**src/rtl/hamming_seq_unit.sv**
```systemverilog
`default_nettype none
// ============================================================================
// Module   : hamming_seq_unit
// Purpose  : Multi-cycle bit-count engine. Counts a WIDTH-bit operand CHUNK
//            bits per cycle under a start/done handshake. Modes: popcount(a),
//            popcount(a^b) (Hamming distance), parity(a), zero count of a.
//            With EARLY_EXIT=1 the count stops as soon as the remaining
//            shifted operand is zero.
// Ports    : clk    - system clock, rising edge
//            rst    - synchronous active-high reset
//            start  - request, accepted only while busy=0
//            mode   - 00 popcount(a), 01 popcount(a^b), 10 parity(a),
//                     11 WIDTH-popcount(a)
//            a, b   - operands (b used only in mode 01)
//            busy   - high whenever the engine is not idle
//            done   - one-cycle pulse, result valid in that cycle
//            result - final count, held until next accepted start or reset
// Revision : 1.0 - initial release
// ============================================================================
module hamming_seq_unit #(
    parameter int WIDTH      = 32,
    parameter int CHUNK      = 8,
    parameter int EARLY_EXIT = 0
) (
    input  logic                       clk,
    input  logic                       rst,
    input  logic                       start,
    input  logic [1:0]                 mode,
    input  logic [WIDTH-1:0]           a,
    input  logic [WIDTH-1:0]           b,
    output logic                       busy,
    output logic                       done,
    output logic [$clog2(WIDTH+1)-1:0] result
);

    localparam int N  = WIDTH / CHUNK;
    localparam int RW = $clog2(WIDTH + 1);
    localparam int CW = (N > 1) ? $clog2(N) : 1;

    localparam logic [CW-1:0] c_last_cnt = CW'(N - 1);

    typedef enum logic [1:0] {
        S_IDLE = 2'd0,
        S_RUN  = 2'd1,
        S_DONE = 2'd2
    } state_t;

    state_t           r_state;
    state_t           w_state_next;
    logic [WIDTH-1:0] r_op;
    logic [RW-1:0]    r_acc;
    logic [CW-1:0]    r_cnt;
    logic [1:0]       r_mode;
    logic [RW-1:0]    r_result;

    logic [RW-1:0]    w_pop;
    logic [RW-1:0]    w_acc_next;
    logic [WIDTH-1:0] w_op_shift;
    logic             w_last;
    logic [RW-1:0]    w_res;

    // When one chunk covers the whole operand, nothing remains after a shift.
    generate
        if (CHUNK == WIDTH) begin : g_shift_all
            assign w_op_shift = '0;
        end else begin : g_shift_chunk
            assign w_op_shift = r_op >> CHUNK;
        end
    endgenerate

    // Per-chunk population count of the low CHUNK bits.
    always_comb begin
        w_pop = '0;
        for (int i = 0; i < CHUNK; i++) begin
            w_pop = w_pop + RW'(r_op[i]);
        end
    end

    assign w_acc_next = r_acc + w_pop;
    assign w_last     = (r_cnt == c_last_cnt) ||
                        ((EARLY_EXIT != 0) && (w_op_shift == '0));

    // Final result formed from the accumulator value that enters DONE.
    always_comb begin
        w_res = w_acc_next;
        case (r_mode)
            2'b10:   w_res = {{(RW-1){1'b0}}, w_acc_next[0]};
            2'b11:   w_res = RW'(WIDTH) - w_acc_next;
            default: w_res = w_acc_next;
        endcase
    end

    always_comb begin
        w_state_next = r_state;
        case (r_state)
            S_IDLE:  if (start) w_state_next = S_RUN;
            S_RUN:   if (w_last) w_state_next = S_DONE;
            S_DONE:  w_state_next = S_IDLE;
            default: w_state_next = S_IDLE;
        endcase
    end

    always_ff @(posedge clk) begin
        if (rst) begin
            r_state  <= S_IDLE;
            r_op     <= '0;
            r_acc    <= '0;
            r_cnt    <= '0;
            r_mode   <= '0;
            r_result <= '0;
        end else begin
            r_state <= w_state_next;
            case (r_state)
                S_IDLE: begin
                    if (start) begin
                        r_op   <= (mode == 2'b01) ? (a ^ b) : a;
                        r_mode <= mode;
                        r_acc  <= '0;
                        r_cnt  <= '0;
                    end
                end
                S_RUN: begin
                    r_acc <= w_acc_next;
                    r_op  <= w_op_shift;
                    r_cnt <= r_cnt + 1'b1;
                    if (w_last) begin
                        r_result <= w_res;
                    end
                end
                default: begin
                end
            endcase
        end
    end

    assign busy   = (r_state != S_IDLE);
    assign done   = (r_state == S_DONE);
    assign result = r_result;

endmodule
`default_nettype wire

```
**config.mk**
```make
export PLATFORM = sky130hd
export DESIGN_NAME = hamming_seq_unit
export DESIGN_NICKNAME = d
export VERILOG_FILES = /design/src/rtl/hamming_seq_unit.sv
export SDC_FILE = /design/constraint.sdc
export NUM_CORES = 1
export LEC_CHECK = 0
export BUFFER_PORTS_ARGS = -buffer_cell sky130_fd_sc_hd__buf_2
export CORE_MARGIN = 3
export CORE_UTILIZATION = 43
export CTS_BUF_LIST = sky130_fd_sc_hd__clkbuf_2
export CTS_CLUSTER_SIZE = 12
export DETAILED_ROUTE_END_ITERATION = 10
export PLACE_DENSITY = 0.68
export SKIP_LAST_GASP = 1
export SYNTH_ARGS = -nofsm -noshare
export SYNTH_HDL_FRONTEND = slang
export SYNTH_SLANG_ARGS = --single-unit
export TNS_END_PERCENT = 50
```
**constraint.sdc**
```tcl
create_clock -name clk -period 9 [get_ports clk]
set_clock_uncertainty 0.2 [all_clocks]
set_input_delay 1.35 -clock clk [delete_from_list [all_inputs] [get_ports clk]]
set_output_delay 1.35 -clock clk [all_outputs]
set_load 0.01 [all_outputs]
```
==> out/metrics.yaml, run 1 <==
status:
  status: "complete, no violations"
placed_design:
  io_buffer_count: 76
  hpwl_microns: 4780
  gp_congestion: 0.865
  place_area_sq_um: 3220
  dpl.cell_count: 489
power_and_ir_drop:
  clkPwrFrac: 0.275
  leakagePower_nw: 1.42
  power.switching_mw: 0.162
  seq_power_share: 0.455
  peakVddDrop_v: 0.0000763
  power.total_mw: 0.537
  pwr-share-comb: 0.270
  power_density_nw_per_um2: 162
  switching_share: 0.303
  power.internal_mw: 0.374
cells_and_area:
  fillCellCount: 619
  diodes: 0
  syn2layout_area_growth_pct: 18.2
  drive_gt1_frac: 0.225
  postLayoutCellArea_sq_um: 3310
  final_cells: 497
  final_nets: 503
floorplanning:
  rows: 28
  initial_utilization: 0.459
  coreArea_sq_um: 6100
  die_y_microns: 86.6
  dieArea_sq_um: 7510
  fp.dieW_microns: 86.6
  io_pins: 77
clock_network:
  cts_root_buf: "clkbuf_2"
  h-tree-depth: 2
  cts_setup_buffers: 0
  clk_pin_slew_ns: 0.27
  insertion_delay_ns: 0.43
  clockBufferDepth: 2
  ctsResizeCount: 0
  cts_made_buffers: 5
  cts_tree: "done"
  clkSinkCount: 50
  hold_buffers: 0
global_routing:
  grt_max_degree: 51
  track_usage: 0.183
  grt_antenna_before_repair: 0
  grt_overflow: 0
  grt_pass1_vias: 2478
  grt_pass1_wl_microns: 11100
setup_path:
  arrival_ns: 4.45
  critical_path_class: "flop to flop"
  start_kind: "flop"
  cp_data_required_time_ns: 9.19
  crit_path_end_kind: "flop"
  cp_max_fo: 3
logic_synthesis:
  synth_area_sq_um: 2800
  async_flop_share: 0
  synth_cell_type_count: 40
  synthesis.nets: 439
  synthFlopType: "dfxtp_1"
  synth_area_leaders: "dfxtp_1 36%, nand2_1 10%, xnor2_1 10%, a21oi_1 7.7%, a22oi_1 6.4%"
  synth_common_cells: "78 x nand2_1, 50 x dfxtp_1, 43 x a21oi_1, 33 x xnor2_1, 24 x a22oi_1"
  netlist_instances: 357
  synth_most_common_cell: "nand2_1"
  synth_edf_count: 0
  avgSynthCellArea_sq_um: 7.83
  synth_seq_area_share: 0.358
  synth_seq_cells: 50
  yosys_warnings: 0
  synth_top_area_frac: 0.358
  synth_top_cell_by_area: "dfxtp_1"
sta:
  tightest_slew_ns: 0.908
  min_period_over_period: 0.473
  slew-limit-headroom: 0.394
  slew_viol_final: 0
  hold_violations: 0
  setup_viol: 0
  period_needed_ns: 4.26
  tns_ns: 0
  rsz0062_at_grt: "false"
  fin_hold_ws_ns: 0.270
  fmax_ghz: 0.235
routing:
  antenna_left: 0
  routedWlPerCell_microns: 13.2
  drc: 0
  vias: 2579
  wirelength_microns: 6540
  dr.first_iter.drc_count: 168
  vias_per_cell: 5.19
  dr.pass1.iters: 5
run:
  cap_violations: 0
worst_hold_path:
  hold_path.class: "flop to flop"
[metal layers]
metal	track usage	share of wire	vias up	routed length, microns
li1	-	-	1339	-
met1	0.245	0.46	1177	3010
met2	0.305	0.50	61	3250
met3	0.0361	0.041	2	268
met4	0.0411	0.0026	0	17
met5	0	0	-	0
[path summary, 6_finish.rpt]
path,cells after the start,end,start,slack (ns)
setup reg to reg,12,result[5],r_op[0],4.74
hold reg to reg,2,r_op[12],r_op[20],0.27
hold / removal,2,r_op[12],r_op[20],0.27
setup / recovery,12,result[5],r_op[0],4.74
[power by group through the flow]
stage	registers [mW]	clock network [mW]	logic, mW
3_3_place_gp	0.248	0	0.145
2_1_floorplan	0.246	0	0.104
6_report	0.244	0.147	0.145
3_5_place_dp	0.248	0	0.147
4_1_cts	0.244	0.149	0.147
5_1_grt	0.246	0.158	0.165
[cell usage in the layout (no fill, tap or decap), types with 2 or more instances in the layout]
master     netlist  routed
nand3_1         17      17
a31oi_1          2       2
or3_1            2       2
buf_2            2      76
nor2_1          18      18
clkbuf_2         0       5
a22oi_1         24      24
nor2b_1          5       3
xnor2_1         33      33
and3b_1          2       2
o21ai_0          5       5
bufinv_16        0       2
a311oi_1         3       3
nand4_1          2       2
dfxtp_1         50      50
fa_1             5       5
ha_1             8       8
and2_1           4       4
nand2_1         78      78
buf_4            0       4
a21oi_1         43      43
nor2b_2          0       2
inv_1           14      14
[state kept, by name, indices dropped and copies added, names as in the netlist]
| register | flops |
|---|---|
| r_acc | 6 |
| r_state | 2 |
| r_cnt | 2 |
| r_mode | 2 |
| r_op | 32 |
| result | 6 |
[kinds of logic after synthesis]
kind of cell | count (synthesis) | synth area share
compound gates | 88 | 0.201
simple gates | 135 | 0.213
xor+xnor | 34 | 0.106
flops | 50 | 0.358
fa+ha+maj | 13 | 0.0716
buf+inv | 37 | 0.0506
[per-stage QoR]
stage | util | worst slack, ns
2_1_floorplan | - | 4.88
3_3_place_gp | 0.528 | 4.79
3_5_place_dp | 0.528 | 4.77
4_1_cts | 0.542 | 4.73
5_1_grt | 0.542 | 4.64
6_report | 0.542 | 4.74
[final cells by class]
| cell class | count | area [sq um] | share of cell area |
|---|---|---|---|
| clock buffer | 5 | 25.0 | 0.00757 |
| clock inverter | 3 | 63.8 | 0.0193 |
| inverter | 14 | 52.6 | 0.0159 |
| multi-input combinational | 270 | 1660 | 0.502 |
| sequential | 50 | 1000 | 0.303 |
| tap | 75 | 93.8 | 0.0284 |
| timing repair buffer | 80 | 410 | 0.124 |
[critical path, cell delays in order (launching register included)]
cell and delay (ns):
dfxtp_1 0.39, fa_1 0.53, inv_1 0.05, fa_1 0.44, fa_1 0.51, fa_1 0.20
inv_1 0.06, fa_1 0.42, and3_2 0.25, or3_2 0.42, a221o_1 0.36, a2111o_1 0.36
o211ai_2 0.06
Note: power is estimated with default switching activity, not from simulation.
==> inputs of run 2 (changes only) <==
--- a/config.mk
+++ b/config.mk
@@ -5,13 +5,14 @@
 export SDC_FILE = /design/constraint.sdc
 export NUM_CORES = 1
 export LEC_CHECK = 0
+export ABC_AREA = 1
 export BUFFER_PORTS_ARGS = -buffer_cell sky130_fd_sc_hd__buf_2
 export CORE_MARGIN = 3
 export CORE_UTILIZATION = 43
 export CTS_BUF_LIST = sky130_fd_sc_hd__clkbuf_2
 export CTS_CLUSTER_SIZE = 12
 export DETAILED_ROUTE_END_ITERATION = 10
-export PLACE_DENSITY = 0.68
+export PLACE_DENSITY = 0.67
 export SKIP_LAST_GASP = 1
 export SYNTH_ARGS = -nofsm -noshare
 export SYNTH_HDL_FRONTEND = slang
==> constraint.sdc (replaced) <==
create_clock -name clk -period 3.95 [get_ports clk]
set_clock_uncertainty 0.2 [all_clocks]
set_input_delay 0.5925 -clock clk [delete_from_list [all_inputs] [get_ports clk]]
set_output_delay 0.5925 -clock clk [all_outputs]
set_load 0.01 [all_outputs]
==> run 2 against run 1 <==
Effect of this change:
- critical path depth rose by 4
- area after synthesis is 3.4% higher
- sequential power up 130%
- via count rose by 4.8%
- register-to-register slack worse by 4.7 ns
- cell count rose by 12%
- power up 110%
- global-route usage fell by 1.0 points
==> out/metrics.yaml, run 2 <==
status:
  status: "complete, no violations"
sta:
  tightest_slew_ns: 0.907
  setup_viol: 0
  min_period_over_period: 0.980
  hold_violations: 0
  period_needed_ns: 3.87
  tns_ns: 0
  slew-limit-headroom: 0.394
  setup_ws_ns: 0.0771
  fmax_ghz: 0.258
  slew_viol_final: 0
placed_design:
  hpwl_microns: 4640
  gp_congestion: 0.878
  io_buffer_count: 76
  dp_slack_ns: 0.0762
  dpl.cell_count: 545
  place_area_sq_um: 3280
routing:
  wirelength_microns: 6590
  dr.first_iter.drc_count: 166
  dr.pass1.iters: 4
  antenna_left: 0
  routedWlPerCell_microns: 11.9
  vias: 2703
  drc: 0
  vias_per_cell: 4.87
logic_synthesis:
  yosys_warnings: 0
  synth_top_area_frac: 0.346
  synth_common_cells: "161 x nand2_1, 50 x dfxtp_1, 31 x xnor2_1, 30 x inv_1"
  synth_edf_count: 0
  synth_area_leaders: "dfxtp_1 35%, nand2_1 21%, xnor2_1 9.4%, a31oi_1 5.2%, a21oi_1 4.2%"
  synth_seq_area_share: 0.346
  synth_seq_cells: 50
  synth_top_family_by_area: "simple AND/OR/NAND/NOR gates"
  synth_area_sq_um: 2890
  muxShareOfSynthArea: 0
  synth_top_cell_by_area: "dfxtp_1"
  synth_most_common_cell: "nand2_1"
  synthFlopType: "dfxtp_1"
  async_flop_share: 0
  synth_cell_type_count: 25
  netlist_instances: 410
  synth_xor_area_frac: 0.0939
  synth_compound_area_frac: 0.117
  synthesis.nets: 492
  avgSynthCellArea_sq_um: 7.05
  yosys.area_share.simple: 0.296
  synthAdderAreaFrac: 0.0693
global_routing:
  track_usage: 0.173
  grt_overflow: 0
  grt_pass1_vias: 2460
  grt_max_degree: 47
  grt_antenna_before_repair: 0
  grt_pass1_wl_microns: 10700
cells_and_area:
  postLayoutCellArea_sq_um: 3340
  syn2layout_area_growth_pct: 15.5
  regMostFlops: "r_op"
  largest_reg_flops: 32
  diodes: 0
  layout_common_cells: "161 x nand2_1, 76 x buf_2, 49 x dfxtp_1"
  final_cells: 555
  drive_gt1_frac: 0.238
  final_nets: 559
  layout_commonest_cell: "nand2_1"
power_and_ir_drop:
  clkPwrFrac: 0.188
  pwr-share-comb: 0.325
  peakVddDrop_v: 0.000184
  switching_share: 0.348
  power_density_nw_per_um2: 342
  seq_power_share: 0.488
  power.total_mw: 1.14
  power.switching_mw: 0.397
  leakagePower_nw: 1.47
  power.internal_mw: 0.745
floorplanning:
  initial_utilization: 0.450
  fp.dieW_microns: 88.0
  die_y_microns: 88.0
  dieArea_sq_um: 7740
  coreArea_sq_um: 6420
  rows: 29
  io_pins: 77
worst_hold_path:
  hold_depth: 4
  hold_path.class: "primary input to flop"
  hold-path-endpoint: "r_op[26]"
  min_from: "a[26]"
clock_network:
  insertion_delay_ns: 0.44
  cts_made_buffers: 5
  clockBufferDepth: 2
  cts_tree: "done"
  clk_pin_slew_ns: 0.25
  clkSinkCount: 50
  cts_root_buf: "clkbuf_2"
  hold_buffers: 0
  h-tree-depth: 2
setup_path:
  crit_chain: "fa_1 -> inv_1 -> fa_1 -> fa_1 -> fa_2 -> inv_2 -> fa_1 -> inv_1 -> ha_1 -> inv_1 -> nor2_1 -> nand2_1 -> nand2_1 -> nand2_1 -> nand3_1 -> a21oi_2"
  cp-startpoint: "r_op[0]"
  reg2reg_from: "r_op[0]"
  start_kind: "flop"
  crit_path_end_kind: "flop"
  cp_data_required_time_ns: 4.09
  critical_path_class: "flop to flop"
  critPathMaxStageDelay_ns: 0.53
  reg2reg_to: "result[4]"
  cp_slowest_cell: "fa_1"
  regToRegSetupSlack_ns: 0.08
  cp_common_cell: "fa_1"
  reg2reg_depth: 16
  arrival_ns: 4.01
  cp_max_fo: 3
run:
  cap_violations: 0
[run 2: changes by cell type after synthesis, sizes merged, moves of 8 or more]
| cell | before | now |
|---|---|---|
| nand2 | 78 | 171 |
| a22oi | 24 | 0 |
| a31oi | 2 | 24 |
| inv | 14 | 35 |
| a21oi | 43 | 26 |
| clkbuf | 20 | 7 |
| buf | 3 | 11 |
[run 2: final cells by class]
| type | count | area [sq um] |
|---|---|---|
| Fill cell | 647 | 3080 |
| Clock inverter | 2 | 13.8 |
| Sequential cell | 50 | 1000 |
| Tap cell | 77 | 96.3 |
| Inverter | 35 | 131 |
| Multi-Input combinational cell | 307 | 1670 |
| Timing Repair Buffer | 78 | 395 |
| Clock buffer | 6 | 30.0 |
[run 2: critical path: cells and delay by family, from the launching register on]
kind,cells,cell delay (ns)
adders and majority gates,6,2.45
buffers and inverters,4,0.30
AOI/OAI and AO/OA,1,0.05
and+or+nand+nor,5,0.37
DFF,1,0.39
[run 2: cells by family (layout without fill, tap and decap cells)]
group	count (synthesis)	in the layout
AO/OA/AOI/OAI	58	58
XOR/XNOR	31	31
adder cells (fa/ha/maj)	13	13
buffers and inverters	53	121
flip-flops	50	50
AND/OR/NAND/NOR	205	205
[run 2: metal layers]
layer	global-route usage	vias up	part of all wire
met4	0.0474	0	0.011
li1	-	1430	-
met1	0.233	1189	0.46
met5	0	-	0
met3	0.0329	6	0.062
met2	0.283	78	0.47
[run 2: how the worst max path moves through the flow]
stage	endpoint	slack [ns]	depth (start not counted)
CTS	result[4]	0.06	16
finish	result[4]	0.08	16
global route	result[4]	-0.03	16
global placement	result[4]	0.16	16
detailed placement	result[4]	0.08	16
floorplan	result[4]	0.31	16
[run 2: per-stage QoR]
step | utilization | hold WS [ns]
global route | 0.520 | 0.161
detailed placement | 0.510 | 0.251
finish | 0.520 | 0.196
floorplan | - | 0.239
global placement | 0.510 | 0.252
CTS | 0.517 | 0.186
[run 2: power groups by stage]
stage / clock network [mW] / registers [mW] / logic (mW)
after floorplan: 0 / 0.562 / 0.256
final: 0.215 / 0.557 / 0.371
after global routing: 0.242 / 0.562 / 0.419
after global placement: 0 / 0.565 / 0.330
after detailed placement: 0 / 0.566 / 0.340
after CTS: 0.219 / 0.557 / 0.342
[run 2: what timing repair did]
item	in CTS	in global routing
setup endpoints to repair	0	3
gates resized for setup	0	3
setup buffers	0	2
